<file path="config.mk">
export PLATFORM = sky130hd
export DESIGN_NAME = mult_div_sequencer
export DESIGN_NICKNAME = d
export VERILOG_FILES = /design/src/rtl/mult_div_sequencer.sv
export SDC_FILE = /design/constraint.sdc
export NUM_CORES = 1
export LEC_CHECK = 0
export CAP_MARGIN = 5
export CORE_UTILIZATION = 45
export DETAILED_ROUTE_END_ITERATION = 6
export GPL_ROUTABILITY_DRIVEN = 0
export HOLD_SLACK_MARGIN = 0.08
export PLACE_DENSITY_LB_ADDON = 0.05
export SLEW_MARGIN = 30
export SYNTH_ARGS = -nofsm -noshare
export SYNTH_HDL_FRONTEND = slang
export SYNTH_SLANG_ARGS = --single-unit
</file>
<file path="constraint.sdc">
create_clock -name clk -period 4 [get_ports clk]
set_clock_uncertainty 0.05 [all_clocks]
set_input_delay 0.6 -clock clk [delete_from_list [all_inputs] [get_ports clk]]
set_output_delay 0.6 -clock clk [all_outputs]
set_load 0.03 [all_outputs]
</file>
<file path="src/rtl/mult_div_sequencer.sv">
// Iterative MIPS multiply/divide unit with architectural HI/LO registers.
// Define MDU_SIGNED_EN to make funct 0x18/0x1A signed (magnitude iteration plus result negation).
module mult_div_sequencer #(
  parameter int          DATA_W = 32,
  parameter logic [5:0]  F_MULT = 6'h18,
  parameter logic [5:0]  F_DIV  = 6'h1A
) (
  input  logic              clk,
  input  logic              rst_n,
  input  logic              start,
  input  logic [5:0]        funct,
  input  logic [DATA_W-1:0] a,
  input  logic [DATA_W-1:0] b,
  input  logic              flush,
  input  logic              hi_we,
  input  logic              lo_we,
  input  logic [DATA_W-1:0] wdata,
  output logic              busy,
  output logic              done,
  output logic              div_zero,
  output logic [DATA_W-1:0] hi,
  output logic [DATA_W-1:0] lo
);

  localparam logic [5:0] F_MULTU = F_MULT + 6'd1;
  localparam logic [5:0] F_DIVU  = F_DIV + 6'd1;
  localparam int unsigned CNT_W  = $clog2(DATA_W) + 1;
  localparam logic [CNT_W-1:0] LAST_STEP = CNT_W'(DATA_W - 1);

  typedef enum logic [1:0] {S_IDLE, S_MUL, S_DIV, S_FIN} state_t;

  state_t              r_state;
  logic [CNT_W-1:0]    r_cnt;
  logic [2*DATA_W-1:0] r_acc;
  logic [DATA_W-1:0]   r_op;
  logic                r_is_div;
  logic                r_b_zero;
  logic                r_busy;
  logic                r_done;
  logic                r_div_zero;
  logic [DATA_W-1:0]   r_hi;
  logic [DATA_W-1:0]   r_lo;
`ifdef MDU_SIGNED_EN
  logic                r_neg_q;
  logic                r_neg_r;
`endif

  logic                w_is_mul;
  logic                w_is_div;
  logic [DATA_W-1:0]   w_a_mag;
  logic [DATA_W-1:0]   w_b_mag;
  logic [DATA_W:0]     w_mul_sum;
  logic [DATA_W:0]     w_div_shift;
  logic [DATA_W:0]     w_div_trial;
  logic [2*DATA_W-1:0] w_acc_next;
  logic [DATA_W-1:0]   w_res_hi;
  logic [DATA_W-1:0]   w_res_lo;
`ifdef MDU_SIGNED_EN
  logic                w_signed;
  logic                w_a_neg;
  logic                w_b_neg;
`endif

  assign w_is_mul = (funct == F_MULT) || (funct == F_MULTU);
  assign w_is_div = (funct == F_DIV)  || (funct == F_DIVU);

`ifdef MDU_SIGNED_EN
  assign w_signed = (funct == F_MULT) || (funct == F_DIV);
  assign w_a_neg  = w_signed & a[DATA_W-1];
  assign w_b_neg  = w_signed & b[DATA_W-1];
  assign w_a_mag  = w_a_neg ? (~a + 1'b1) : a;
  assign w_b_mag  = w_b_neg ? (~b + 1'b1) : b;
`else
  assign w_a_mag  = a;
  assign w_b_mag  = b;
`endif

  // Both algorithms share one 2*DATA_W register: upper half is the partial
  // product / remainder, lower half the multiplier / dividend-turned-quotient.
  always_comb begin
    w_mul_sum   = {1'b0, r_acc[2*DATA_W-1:DATA_W]} + (r_acc[0] ? {1'b0, r_op} : '0);
    w_div_shift = r_acc[2*DATA_W-1:DATA_W-1];
    w_div_trial = w_div_shift - {1'b0, r_op};
    w_acc_next  = r_acc;
    if (r_state == S_MUL) begin
      w_acc_next = {w_mul_sum, r_acc[DATA_W-1:1]};
    end else if (r_state == S_DIV) begin
      if (w_div_trial[DATA_W])
        w_acc_next = {w_div_shift[DATA_W-1:0], r_acc[DATA_W-2:0], 1'b0};
      else
        w_acc_next = {w_div_trial[DATA_W-1:0], r_acc[DATA_W-2:0], 1'b1};
    end
  end

  always_comb begin
    w_res_hi = r_acc[2*DATA_W-1:DATA_W];
    w_res_lo = r_acc[DATA_W-1:0];
`ifdef MDU_SIGNED_EN
    if (!r_is_div) begin
      if (r_neg_q) {w_res_hi, w_res_lo} = ~r_acc + 1'b1;
    end else begin
      if (r_neg_q) w_res_lo = ~r_acc[DATA_W-1:0] + 1'b1;
      if (r_neg_r) w_res_hi = ~r_acc[2*DATA_W-1:DATA_W] + 1'b1;
    end
`endif
  end

  always_ff @(posedge clk or negedge rst_n) begin
    if (!rst_n) begin
      r_state    <= S_IDLE;
      r_cnt      <= '0;
      r_acc      <= '0;
      r_op       <= '0;
      r_is_div   <= 1'b0;
      r_b_zero   <= 1'b0;
      r_busy     <= 1'b0;
      r_done     <= 1'b0;
      r_div_zero <= 1'b0;
      r_hi       <= '0;
      r_lo       <= '0;
`ifdef MDU_SIGNED_EN
      r_neg_q    <= 1'b0;
      r_neg_r    <= 1'b0;
`endif
    end else begin
      r_done     <= 1'b0;
      r_div_zero <= 1'b0;
      case (r_state)
        S_IDLE: begin
          if (start && (w_is_mul || w_is_div)) begin
            r_state  <= w_is_mul ? S_MUL : S_DIV;
            r_cnt    <= '0;
            r_busy   <= 1'b1;
            r_is_div <= w_is_div;
            r_b_zero <= (b == '0);
            r_op     <= w_is_mul ? w_a_mag : w_b_mag;
            r_acc    <= {{DATA_W{1'b0}}, (w_is_mul ? w_b_mag : w_a_mag)};
`ifdef MDU_SIGNED_EN
            r_neg_q  <= w_a_neg ^ w_b_neg;
            r_neg_r  <= w_a_neg;
`endif
          end else begin
            if (hi_we) r_hi <= wdata;
            if (lo_we) r_lo <= wdata;
          end
        end
        S_MUL, S_DIV: begin
          if (flush) begin
            r_state <= S_IDLE;
            r_busy  <= 1'b0;
          end else begin
            r_acc <= w_acc_next;
            r_cnt <= r_cnt + 1'b1;
            if (r_cnt == LAST_STEP) r_state <= S_FIN;
          end
        end
        S_FIN: begin
          r_state <= S_IDLE;
          r_busy  <= 1'b0;
          if (!flush) begin
            r_hi       <= w_res_hi;
            r_lo       <= w_res_lo;
            r_done     <= 1'b1;
            r_div_zero <= r_is_div & r_b_zero;
          end
        end
        default: begin
          r_state <= S_IDLE;
          r_busy  <= 1'b0;
        end
      endcase
    end
  end

  assign busy     = r_busy;
  assign done     = r_done;
  assign div_zero = r_div_zero;
  assign hi       = r_hi;
  assign lo       = r_lo;

endmodule

</file>
==> summary.md, run 1 <==
| Metric | Value |
|---|---|
| Outcome | `complete, no violations` |
| Total number of vias | `between 10,000 and 15,000` |
| Post-route ant nets | `0` |
| Final number of max-transition violations | `0` |
| Clk root buf | `clkbuf_16` |
| Port-buffer cells | `approximately 170` |
| Slew @ Worst Pin | `just over 900 ps` |
| CP required | `around 4300 ps` |
| Die span in y | `167 um` |
| Tot GR Track Use | `26.9%` |
| Core area | `26,900 sq um` |
| Starting DRT DRC Count | `917` |
| Crit end category | `flop` |
| Fraction of layout cells with a size suffix above 1 | `7.13%` |
| R2R setup slack | `400 ps` |
| Worst setup path class | `flop to flop` |
| Crit path max fanout | `12` |
| Power per standard cell area | `874 nW/um^2` |
| Synth cell types | `67` |
| Cell taking the most area after synthesis | `dfrtp_1` |
| Rows | `60` |
| Post-CTS Hold Fix Bufs | `0` |
| Syn nets | `between 1,500 and 2,000` |
| Post-synth EDFFs | `0` |
| Die Wd | `167 um` |
| First-pass iteration count of the detailed router | `5` |
| Final worst path period share | `approximately nine tenths` |
| Initial core utilization | `45.8%` |
| Synth warn | `0` |
| Share of Yosys cell area claimed by the top area cell type | `35.2%` |
| Commonest cells post-synth | `a21oi_1 (224), nand2_1 (178), dfrtp_1 (173)` |
| Worst endpoint data arrival time | `3880 ps` |
| Most area-consuming cells after synthesis | `dfrtp_1 (35%), a21oi_1 (9.1%), ha_1 (7.0%), o21ai_0 (5.7%), mux2i_1 (5.5%)` |
| Layout Utilization | `56.1%` |
| Syn Inst Count | `1,487` |
| Number of global-route vias before repair | `10,543` |
| CTS sink cnt | `173` |
| IO Count | `175` |
| Total Neg Setup Slack | `0 ps` |
| DRC violations left | `0` |
| WL/cell | `18.9 um` |
| First-pass GRT wire length | `58,600 um` |
| Yosys reg bits | `173` |
| Detailed Place HPWL | `28,800 um` |
| Maximum number of pins on one net before global-route repair | `slightly below 100` |
| Period minus WS final | `approximately 3600 ps` |
| Syn-to-layout area delta | `22.4%` |
| Lkg Pwr | `6.43 nW` |
| Final Net Count | `1,806` |
| Top-count cell post-synth | `a21oi_1` |
| Initial antenna violation count | `1` |
| CTS clk-pin slew, worst paths | `roughly 80 ps` |
| Setup Fix Bufs, Post-CTS | `0` |
| Fmax | `278 MHz` |
| Inserted Clock Buffers | `17` |
| Headroom to the max-slew limit | `between 30 and 40%` |
| Endpoints failing setup | `0` |
| Startpoint types | `flop` |
| Part of the Yosys area used for sequential elements | `35.2%` |
| CTS tree | `built` |
| Peak VDD IR | `0.489 mV` |
| Clk_lat worst skew | `around 440 ps` |
| Grt total ovfl | `0` |
| Final Hold Viols | `0` |
| Syn_area_per_cell | `about 8.3 sq um` |
| Vias/cell | `about 5.7` |
| Clk buf depth | `2` |
| H-tree Lvls | `4` |
| Top FF cell, synth | `dfrtp_1` |
| Async SR Flop Fraction | `100%` |
| Mapped Area | `12,300 sq um` |
| RSZ-0062 raised after global routing | `false` |
| Fillers | `2,552` |
| PostCTS Resize Cnt | `0` |
| Routed Wire Length | `37,500 um` |
| Die Area | `approximately 28,000 sq um` |
| Max Cap Viol | `0` |
| HP Class | `input pin to async pin` |
layer usage:
layer	part of all wire, %	routed length (um)	up-vias	global-route usage (%)
li1	-	-	5589	-
met1	51	19000	5235	41.6
met2	42	15800	337	38.9
met4	1.8	675	0	7.58
met3	5.3	1990	38	3.40
met5	0	0	-	0
registers in the layout (all words and copies together) (netlist names):
name      cells
r_is_div      1
r_b_zero      1
lo           32
r_state       2
done          1
div_zero      1
r_cnt         6
r_op         32
r_acc        64
busy          1
hi           32
placed cells by master (no fill, tap or decap), types with 9 or more instances in the layout:
cell	synthesis	final
a21o_1	24	24
a21oi_1	224	222
a31oi_1	9	9
and2_1	32	32
buf_4	0	27
clkbuf_16	0	17
clkdlybuf4s50_1	0	172
dfrtp_1	173	173
ha_1	69	66
inv_1	54	54
mux2_2	34	34
mux2i_1	68	68
nand2_1	178	178
nand2b_1	9	9
nand3_1	17	16
nand4_1	9	9
nor2_1	120	120
nor2b_1	40	40
nor3_1	11	11
nor4_1	11	10
o21ai_0	139	139
o21ai_1	9	9
o221ai_1	17	17
xnor2_1	27	27
xor2_1	31	31
cells by family after synthesis:
logic type / synth area share, %
compound gates: 23.4
mux: 8.64
simple gates: 16.9
flops: 35.2
buf+inv: 4.30
fa+ha+maj: 7.34
xor+xnor: 4.26
path summary, 6_finish.rpt:
check | start | cells past startpoint | to
setup / recovery | r_acc[0] | 13 | r_acc[61]
hold / removal | rst_n | 1 | r_op[29]
setup reg to reg | r_acc[0] | 13 | r_acc[61]
hold reg to reg | busy | 1 | busy
max in group asynchronous | rst_n | 2 | r_acc[41]
min in group clk | busy | 1 | busy
where the power goes:
group	internal [mW]	total (mW)	leakage, nW	switching (mW)
logic	3.23	8.22	4.00	4.99
clock network	0.850	1.67	0.284	0.821
registers	2.54	3.28	2.14	0.740
total	6.62	13.2	6.43	6.55
worst max-delay path: stages (launching register included):
cell and delay (ps):
dfrtp_1 510, and2_1 180, ha_1 240, inv_1 90
fa_1 400, nor2b_1 190, nor3_1 70, o21a_1 240
o21ai_1 230, a21oi_1 150, o21ai_1 310, a31oi_1 240
o31a_1 350, a32o_1 240
final cells by class:
cell class                      count  area [sq um]  area share, %
Sequential cell                   173          4330           28.7
Clock buffer                       18           439           2.91
Tap cell                          341           427           2.83
Multi-Input combinational cell   1177          7510           49.9
Antenna cell                        1          2.50         0.0166
Clock inverter                     14           141          0.938
Inverter                           54           203           1.34
Timing Repair Buffer              204          2020           13.4
through the flow:
stage | hold WS, ps | setup WS [ps] | instances | cell area (sq um) | total power [mW]
4_1_cts | 141 | 378 | 1981 | 15100 | 13.2
5_1_grt | 158 | 108 | 1982 | 15100 | 14.2
3_5_place_dp | 432 | 380 | 1949 | 14500 | 11.4
3_3_place_gp | 431 | 429 | 1949 | 14500 | 11.3
2_1_floorplan | 254 | 922 | 1487 | 12300 | 8.92
6_report | 112 | 402 | 1982 | 15100 | 13.2
Power figures use the tool's default switching activity.
==> run 2, diff against run 1 <==
Settings changed: CELL_PAD_IN_SITES_DETAIL_PLACEMENT from default to 1, CELL_PAD_IN_SITES_GLOBAL_PLACEMENT from default to 1, CORE_UTILIZATION 45 to 42.
==> run 2 against run 1 <==
Clock power is 9.6% higher. Total power increased by 3.3%. Sequential power is 1% higher. Largest cell class unchanged. Non-clock buffer count down 2. Register-to-register slack got worse by 140 ps. Flip-flop and latch count unchanged. Critical path type unchanged.
==> summary.md, run 2 (same netlist as run 1, synthesis figures left out) <==
| Metric | Value |
|---|---|
| Outcome | `complete, no violations` |
| Routed Wire Length | `42,300 um (+13%)` |
| Cell Area, Placed | `14,600 sq um (+0.53%)` |
| Crit path max fanout | `7 (-5)` |
| CTS clk-pin slew, worst paths | `70 ps (about the same)` |
| Inserted Clock Buffers | `17 (unchanged)` |
| Headroom to the max-slew limit | `36.5% (-2.3 points)` |
| Slew @ Worst Pin | `952 ps (+35.1 ps)` |
| Total number of vias | `11,528 (+2.9%)` |
| Cell mode on critical path | `o21ai_1` |
| Crit path max-delay family | `compound AO/OA/AOI/OAI gates` |
| WL/cell | `20.9 um (+11%)` |
| FF/Latch Area | `4330 sq um (unchanged)` |
| Post-CTS Hold Fix Bufs | `0 (unchanged)` |
| DRC violations left | `0 (unchanged)` |
| First-pass GRT wire length | `67,000 um (+14%)` |
| Multi-input logic area | `7510 sq um (unchanged)` |
| Initial core utilization | `42.8% (-3.0 points)` |
| Final worst path period share | `93.5% (+3.5 points)` |
| Initial antenna violation count | `3 (+2)` |
| Final number of max-transition violations | `0 (unchanged)` |
| Max Cap Viol | `0 (unchanged)` |
| Fraction of layout cells with a size suffix above 1 | `6.96% (-0.17 points)` |
| Most flop-heavy register | `r_acc` |
| Post-route ant nets | `0 (unchanged)` |
| Crit path depth | `13 (unchanged)` |
| Maximum number of pins on one net before global-route repair | `97 (unchanged)` |
| Cells after DPL | `1,990 (+2.1%)` |
| Fin Hold WS | `158 ps (+46.6 ps)` |
| Clk_lat worst skew | `440 ps (about the same)` |
| Endpoints failing setup | `0 (unchanged)` |
| Final Hold Viols | `0 (unchanged)` |
| Fmax | `267 MHz (-3.8%)` |
| Die Area | `30,000 sq um (+7.1%)` |
| Worst path cell trace | `and2_1 -> ha_1 -> inv_1 -> fa_1 -> nor2b_1 -> nor3_1 -> o21a_1 -> o21ai_1 -> a21oi_1 -> o21ai_1 -> a31oi_1 -> o31a_1 -> a32o_1` |
| Largest register FFs | `64 (unchanged)` |
| Max incr delay on CP | `500 ps (about the same)` |
| Net Sw Power | `6.72 mW (+2.5%)` |
| Period minus WS final | `3740 ps (+141 ps)` |
| Register share of total power | `24.4% (-0.5 points)` |
| Crit path max-delay cell type | `dfrtp_1` |
| Layout Cells excl Fill | `2,025 (+2.2%)` |
| HP Class | `input pin to async pin` |
| Reg2Reg Depth | `13 (unchanged)` |
| Worst setup path class | `flop to flop` |
| Number of global-route vias before repair | `11,760 (+12%)` |
| Setup Fix Bufs, Post-CTS | `0 (unchanged)` |
| Detailed Place HPWL | `32,000 um (+11%)` |
| Most frequent cells in the layout | `a21oi_1 (222), nand2_1 (178), dfrtp_1 (173), clkdlybuf4s50_1 (172), o21ai_0 (139)` |
| Tot GR Track Use | `28.5% (+1.6 points)` |
| Int Pwr | `6.88 mW (+4.0%)` |
| CP required | `4280 ps (about the same)` |
| PostCTS Resize Cnt | `0 (unchanged)` |
| Core area | `28,800 sq um (+7.1%)` |
| CTS sink cnt | `173 (unchanged)` |
| Clk pwr share | `13.5% (+0.8 points)` |
| Crit end category | `flop` |
| Fillers | `3,406 (+33%)` |
| Vias/cell | `5.69 (+0.75%)` |
| Power per standard cell area | `895 nW/um^2 (+2.4%)` |
| Lkg Pwr | `6.44 nW (+0.27%)` |
| Syn-to-layout area delta | `23.5%` |
| CTS tree | `built` |
| Final Net Count | `1,804 (-0.11%)` |
| Startpoint types | `flop` |
| Total Neg Setup Slack | `0 ps (unchanged)` |
| Commonest non-fill, non-tap cell in the layout | `a21oi_1` |
| Starting DRT DRC Count | `765 (-17%)` |
| Die Wd | `173 um (+3.5%)` |
| Rows | `62 (+3.3%)` |
| Grt total ovfl | `0 (unchanged)` |
| Comb pwr share | `62.1% (-0.3 points)` |
| CP Buf/Inv Count | `1 (unchanged)` |
| Clk buf depth | `2 (unchanged)` |
| Port-buffer cells | `173 (unchanged)` |
| IO Count | `175 (unchanged)` |
| Clk root buf | `clkbuf_16` |
| RSZ-0062 raised after global routing | `false` |
| Peak VDD IR | `0.720 mV (+47%)` |
| Die span in y | `173 um (+3.5%)` |
| H-tree Lvls | `4 (unchanged)` |
| Fin area | `15,200 sq um (+0.88%)` |
| Switching share of power | `49.4% (-0.35 points)` |
| Worst endpoint data arrival time | `4020 ps (+140 ps)` |
| First-pass iteration count of the detailed router | `5 (unchanged)` |
==> run 2: path summary, 6_finish.rpt <==
path | startpoint | end | slack [ps]
worst max register to register | r_acc[0] | r_acc[61] | 260
worst max-delay path | r_acc[0] | r_acc[61] | 260
max in group asynchronous | rst_n | r_acc[46] | 2750
worst min-delay path | rst_n | r_acc[59] | 160
min in group clk | busy | busy | 450
worst min register to register | busy | busy | 450
==> run 2: final cells by class <==
type / count / area share, %
multi-input cells: 1177 / 49.4
inverters: 54 / 1.33
clock buffers: 19 / 2.91
well taps: 384 / 3.16
repair buffers: 202 / 13.4
flip-flops and latches: 173 / 28.5
diodes: 3 / 0.0494
clock inverters: 13 / 1.23
==> run 2: power by group through the flow <==
stage	combinational, mW	sequential, mW	clock, mW
final	8.45	3.32	1.83
after global routing	9.34	3.41	1.92
after CTS	8.48	3.31	1.87
after detailed placement	8.37	3.32	0
after global placement	8.11	3.31	0
after floorplan	5.24	3.68	0
==> run 2: through the flow <==
step                power, mW  util, %  worst slack [ps]
CTS                      13.7     52.8               241
detailed placement       11.7     50.6               253
floorplan                8.92        -               922
global route             14.7     52.8              12.1
finish                   13.6     52.8               260
global placement         11.4     50.6               321
==> run 2: routing by layer <==
layer  vias up  track usage, %  part of all wire [%]
li1       5569               -                     -
met2       228            44.8                    45
met1      5688            41.0                    49
met4         0            7.15                   1.9
met5         -               0                     0
met3        43            4.46                   4.6
==> run 2: worst register-to-register path: cells and delay by family, from the launching register on <==
kind | cells | cell delay [ps]
AO/OA/AOI/OAI | 7 | 1910
adder cells (fa/ha/maj) | 2 | 610
buffers and inverters | 1 | 80
flip-flops | 1 | 500
AND/OR/NAND/NOR | 3 | 480
==> run 3, diff against run 2 <==
Settings changed: CORE_MARGIN from default to 2, SKIP_LAST_GASP from default to 1.
==> run 3 against run 2 <==
Worst hold slack got worse by 56 ps. Global-route usage decreased by 0.69 points. Sequential share of layout area increased by 0.12 points. Non-clock buffer count decreased by 2. Setup slack improved by 97 ps. Cell area decreased by 0.44%. First-iteration DRC count decreased by 17%. Combinational power decreased by 1%. Clock power decreased by 6%. Final cell count about the same.
==> summary.md, run 3 (same netlist as run 1, synthesis figures left out) <==
| Metric | Value |
|---|---|
| Outcome | `complete, no violations` |
| Cell mode on critical path | `o211ai_1` |
| Max incr delay on CP | `430 ps (-70 ps)` |
| H-tree Lvls | `4 (unchanged)` |
| Largest register FFs | `64 (unchanged)` |
| Lkg Pwr | `6.42 nW (-0.41%)` |
| Int Pwr | `6.72 mW (-2.4%)` |
| First-pass iteration count of the detailed router | `5 (unchanged)` |
| Max Cap Viol | `0 (unchanged)` |
| Crit path max fanout | `11 (+4)` |
| Net Sw Power | `6.70 mW (-0.27%)` |
| R2R setup slack | `360 ps (+100 ps)` |
| WL/cell | `20.7 um (-0.78%)` |
| Endpoints failing setup | `0 (unchanged)` |
| Port-buffer cells | `173 (unchanged)` |
| Total number of vias | `11,580 (+0.45%)` |
| Setup Fix Bufs, Post-CTS | `0 (unchanged)` |
| Clk_lat worst skew | `440 ps (about the same)` |
| Die span in y | `175 um (+1.2%)` |
| Fraction of layout cells with a size suffix above 1 | `6.85% (-0.11 points)` |
| Tot Pwr | `13.4 mW (-1.4%)` |
| PostCTS Resize Cnt | `0 (unchanged)` |
| Die Wd | `175 um (+1.2%)` |
| Switching share of power | `49.9% (+0.55 points)` |
| Headroom to the max-slew limit | `36.8% (+0.32 points)` |
| Initial core utilization | `42.8% (unchanged)` |
| Number of global-route vias before repair | `11,881 (+1.0%)` |
| Most flop-heavy register | `r_acc` |
| Core area | `28,800 sq um (unchanged)` |
| Final Net Count | `1,802 (-0.11%)` |
| Final number of max-transition violations | `0 (unchanged)` |
| Power per standard cell area | `886 nW/um^2 (-0.93%)` |
| Die Area | `30,700 sq um (+2.3%)` |
| Starting DRT DRC Count | `637 (-17%)` |
| Register share of total power | `24.9% (+0.5 points)` |
| Worst endpoint data arrival time | `3900 ps (-120 ps)` |
| Comb pwr share | `62.3% (+0.2 points)` |
| Grt total ovfl | `0 (unchanged)` |
| Total Neg Setup Slack | `0 ps (unchanged)` |
| Maximum number of pins on one net before global-route repair | `97 (unchanged)` |
| Clk pwr share | `12.8% (-0.7 points)` |
| Period minus WS final | `3640 ps (-97.1 ps)` |
| Crit path max-delay cell type | `dfrtp_1` |
| CTS clk-pin slew, worst paths | `70 ps (about the same)` |
| Startpoint types | `flop` |
| Inserted Clock Buffers | `17 (unchanged)` |
| Detailed Place HPWL | `32,300 um (+0.86%)` |
| Post-CTS Hold Fix Bufs | `0 (unchanged)` |
| Rows | `62 (unchanged)` |
| RSZ-0062 raised after global routing | `false` |
| Peak VDD IR | `0.832 mV (+15%)` |
| Worst path cell trace | `buf_4 -> nand2_1 -> inv_1 -> ha_1 -> a211oi_1 -> o211ai_1 -> a31o_2 -> a21oi_1 -> o211ai_1 -> a31oi_1 -> o22ai_1 -> nor2_1 -> xor2_1 -> o221ai_1` |
| Most frequent cells in the layout | `a21oi_1 (222), nand2_1 (178), dfrtp_1 (173), clkdlybuf4s50_1 (172), o21ai_0 (139)` |
| Crit path max-delay family | `compound AO/OA/AOI/OAI gates` |
| Post-route ant nets | `0 (unchanged)` |
| Vias/cell | `5.72 (+0.50%)` |
| Commonest non-fill, non-tap cell in the layout | `a21oi_1` |
| Worst setup path class | `flop to flop` |
| Routed Wire Length | `42,000 um (-0.83%)` |
| Tot GR Track Use | `27.8% (-0.69 points)` |
| Initial antenna violation count | `5 (+2)` |
| IO Count | `175 (unchanged)` |
| Final worst path period share | `91.1% (-2.4 points)` |
| Fmax | `275 MHz (+2.7%)` |
| Slew @ Worst Pin | `948 ps (-4.78 ps)` |
| HP Class | `input pin to async pin` |
| Clk buf depth | `2 (unchanged)` |
| Final Hold Viols | `0 (unchanged)` |
| CTS sink cnt | `173 (unchanged)` |
| CP Buf/Inv Count | `2 (+1)` |
| Syn-to-layout area delta | `23.0%` |
| CTS tree | `built` |
| CP required | `4260 ps (-20 ps)` |
| First-pass GRT wire length | `67,000 um (about the same)` |
| DRC violations left | `0 (unchanged)` |
| Crit end category | `flop` |
| Clk root buf | `clkbuf_16` |
-- run 3: changes by cell type in the layout (fill, tap and decap cells not counted), moves of 2 or more --
cell        previous run  this run
clkinvlp_4             4         1
clkbuf_8               2         0
diode_2                3         5
bufinv_16              4         2
clkinv_4               0         6
-- run 3: power groups by stage --
stage | clock, mW | sequential, mW | combinational [mW]
after detailed placement | 0 | 3.34 | 8.31
after CTS | 1.76 | 3.32 | 8.40
after global placement | 0 | 3.32 | 8.07
final | 1.72 | 3.34 | 8.36
after global routing | 1.83 | 3.42 | 9.28
after floorplan | 0 | 3.68 | 5.24
-- run 3: layer usage --
| layer | track usage [%] | vias to the layer above | wire length (um) |
|---|---|---|---|
| li1 | - | 5563 | - |
| met1 | 40.6 | 5767 | 20300 |
| met2 | 43.7 | 223 | 19100 |
| met3 | 4.50 | 27 | 2060 |
| met4 | 5.52 | 0 | 475 |
| met5 | 0 | - | 0 |
-- run 3: metrics by stage --
step	cell area, sq um	hold slack (ps)	utilization [%]	setup slack (ps)	std cells
detailed placement	14500	438	50.5	389	1988
global route	15100	141	52.6	159	2022
finish	15100	102	52.6	357	2024
floorplan	12300	254	-	922	1487
CTS	15100	117	52.6	405	2019
global placement	14500	432	50.5	508	1988
-- run 3: layout make-up --
| class | count | area, sq um |
|---|---|---|
| Clock buffer | 17 | 425 |
| Inverter | 54 | 203 |
| Antenna cell | 5 | 12.5 |
| Clock inverter | 14 | 163 |
| Multi-Input combinational cell | 1177 | 7510 |
| Fill cell | 3426 | 13600 |
| Tap cell | 384 | 480 |
| Timing Repair Buffer | 200 | 2010 |
| Sequential cell | 173 | 4330 |
-- run 3: final timing paths --
path,from,end,cells past startpoint
max in group asynchronous,rst_n,r_op[27],2
min in group clk,r_is_div,r_is_div,1
hold reg to reg,r_is_div,r_is_div,1
setup reg to reg,r_acc[0],r_acc[62],14
hold / removal,rst_n,lo[7],1
setup / recovery,r_acc[0],r_acc[62],14
-- run 3: worst reg2reg max path: stages, from the launching register on --
cell and delay (ps):
dfrtp_1 430, buf_4 200, nand2_1 130, inv_1 60
ha_1 290, a211oi_1 370, o211ai_1 230, a31o_2 330
a21oi_1 240, o211ai_1 180, a31oi_1 400, o22ai_1 160
nor2_1 140, xor2_1 170, o221ai_1 130
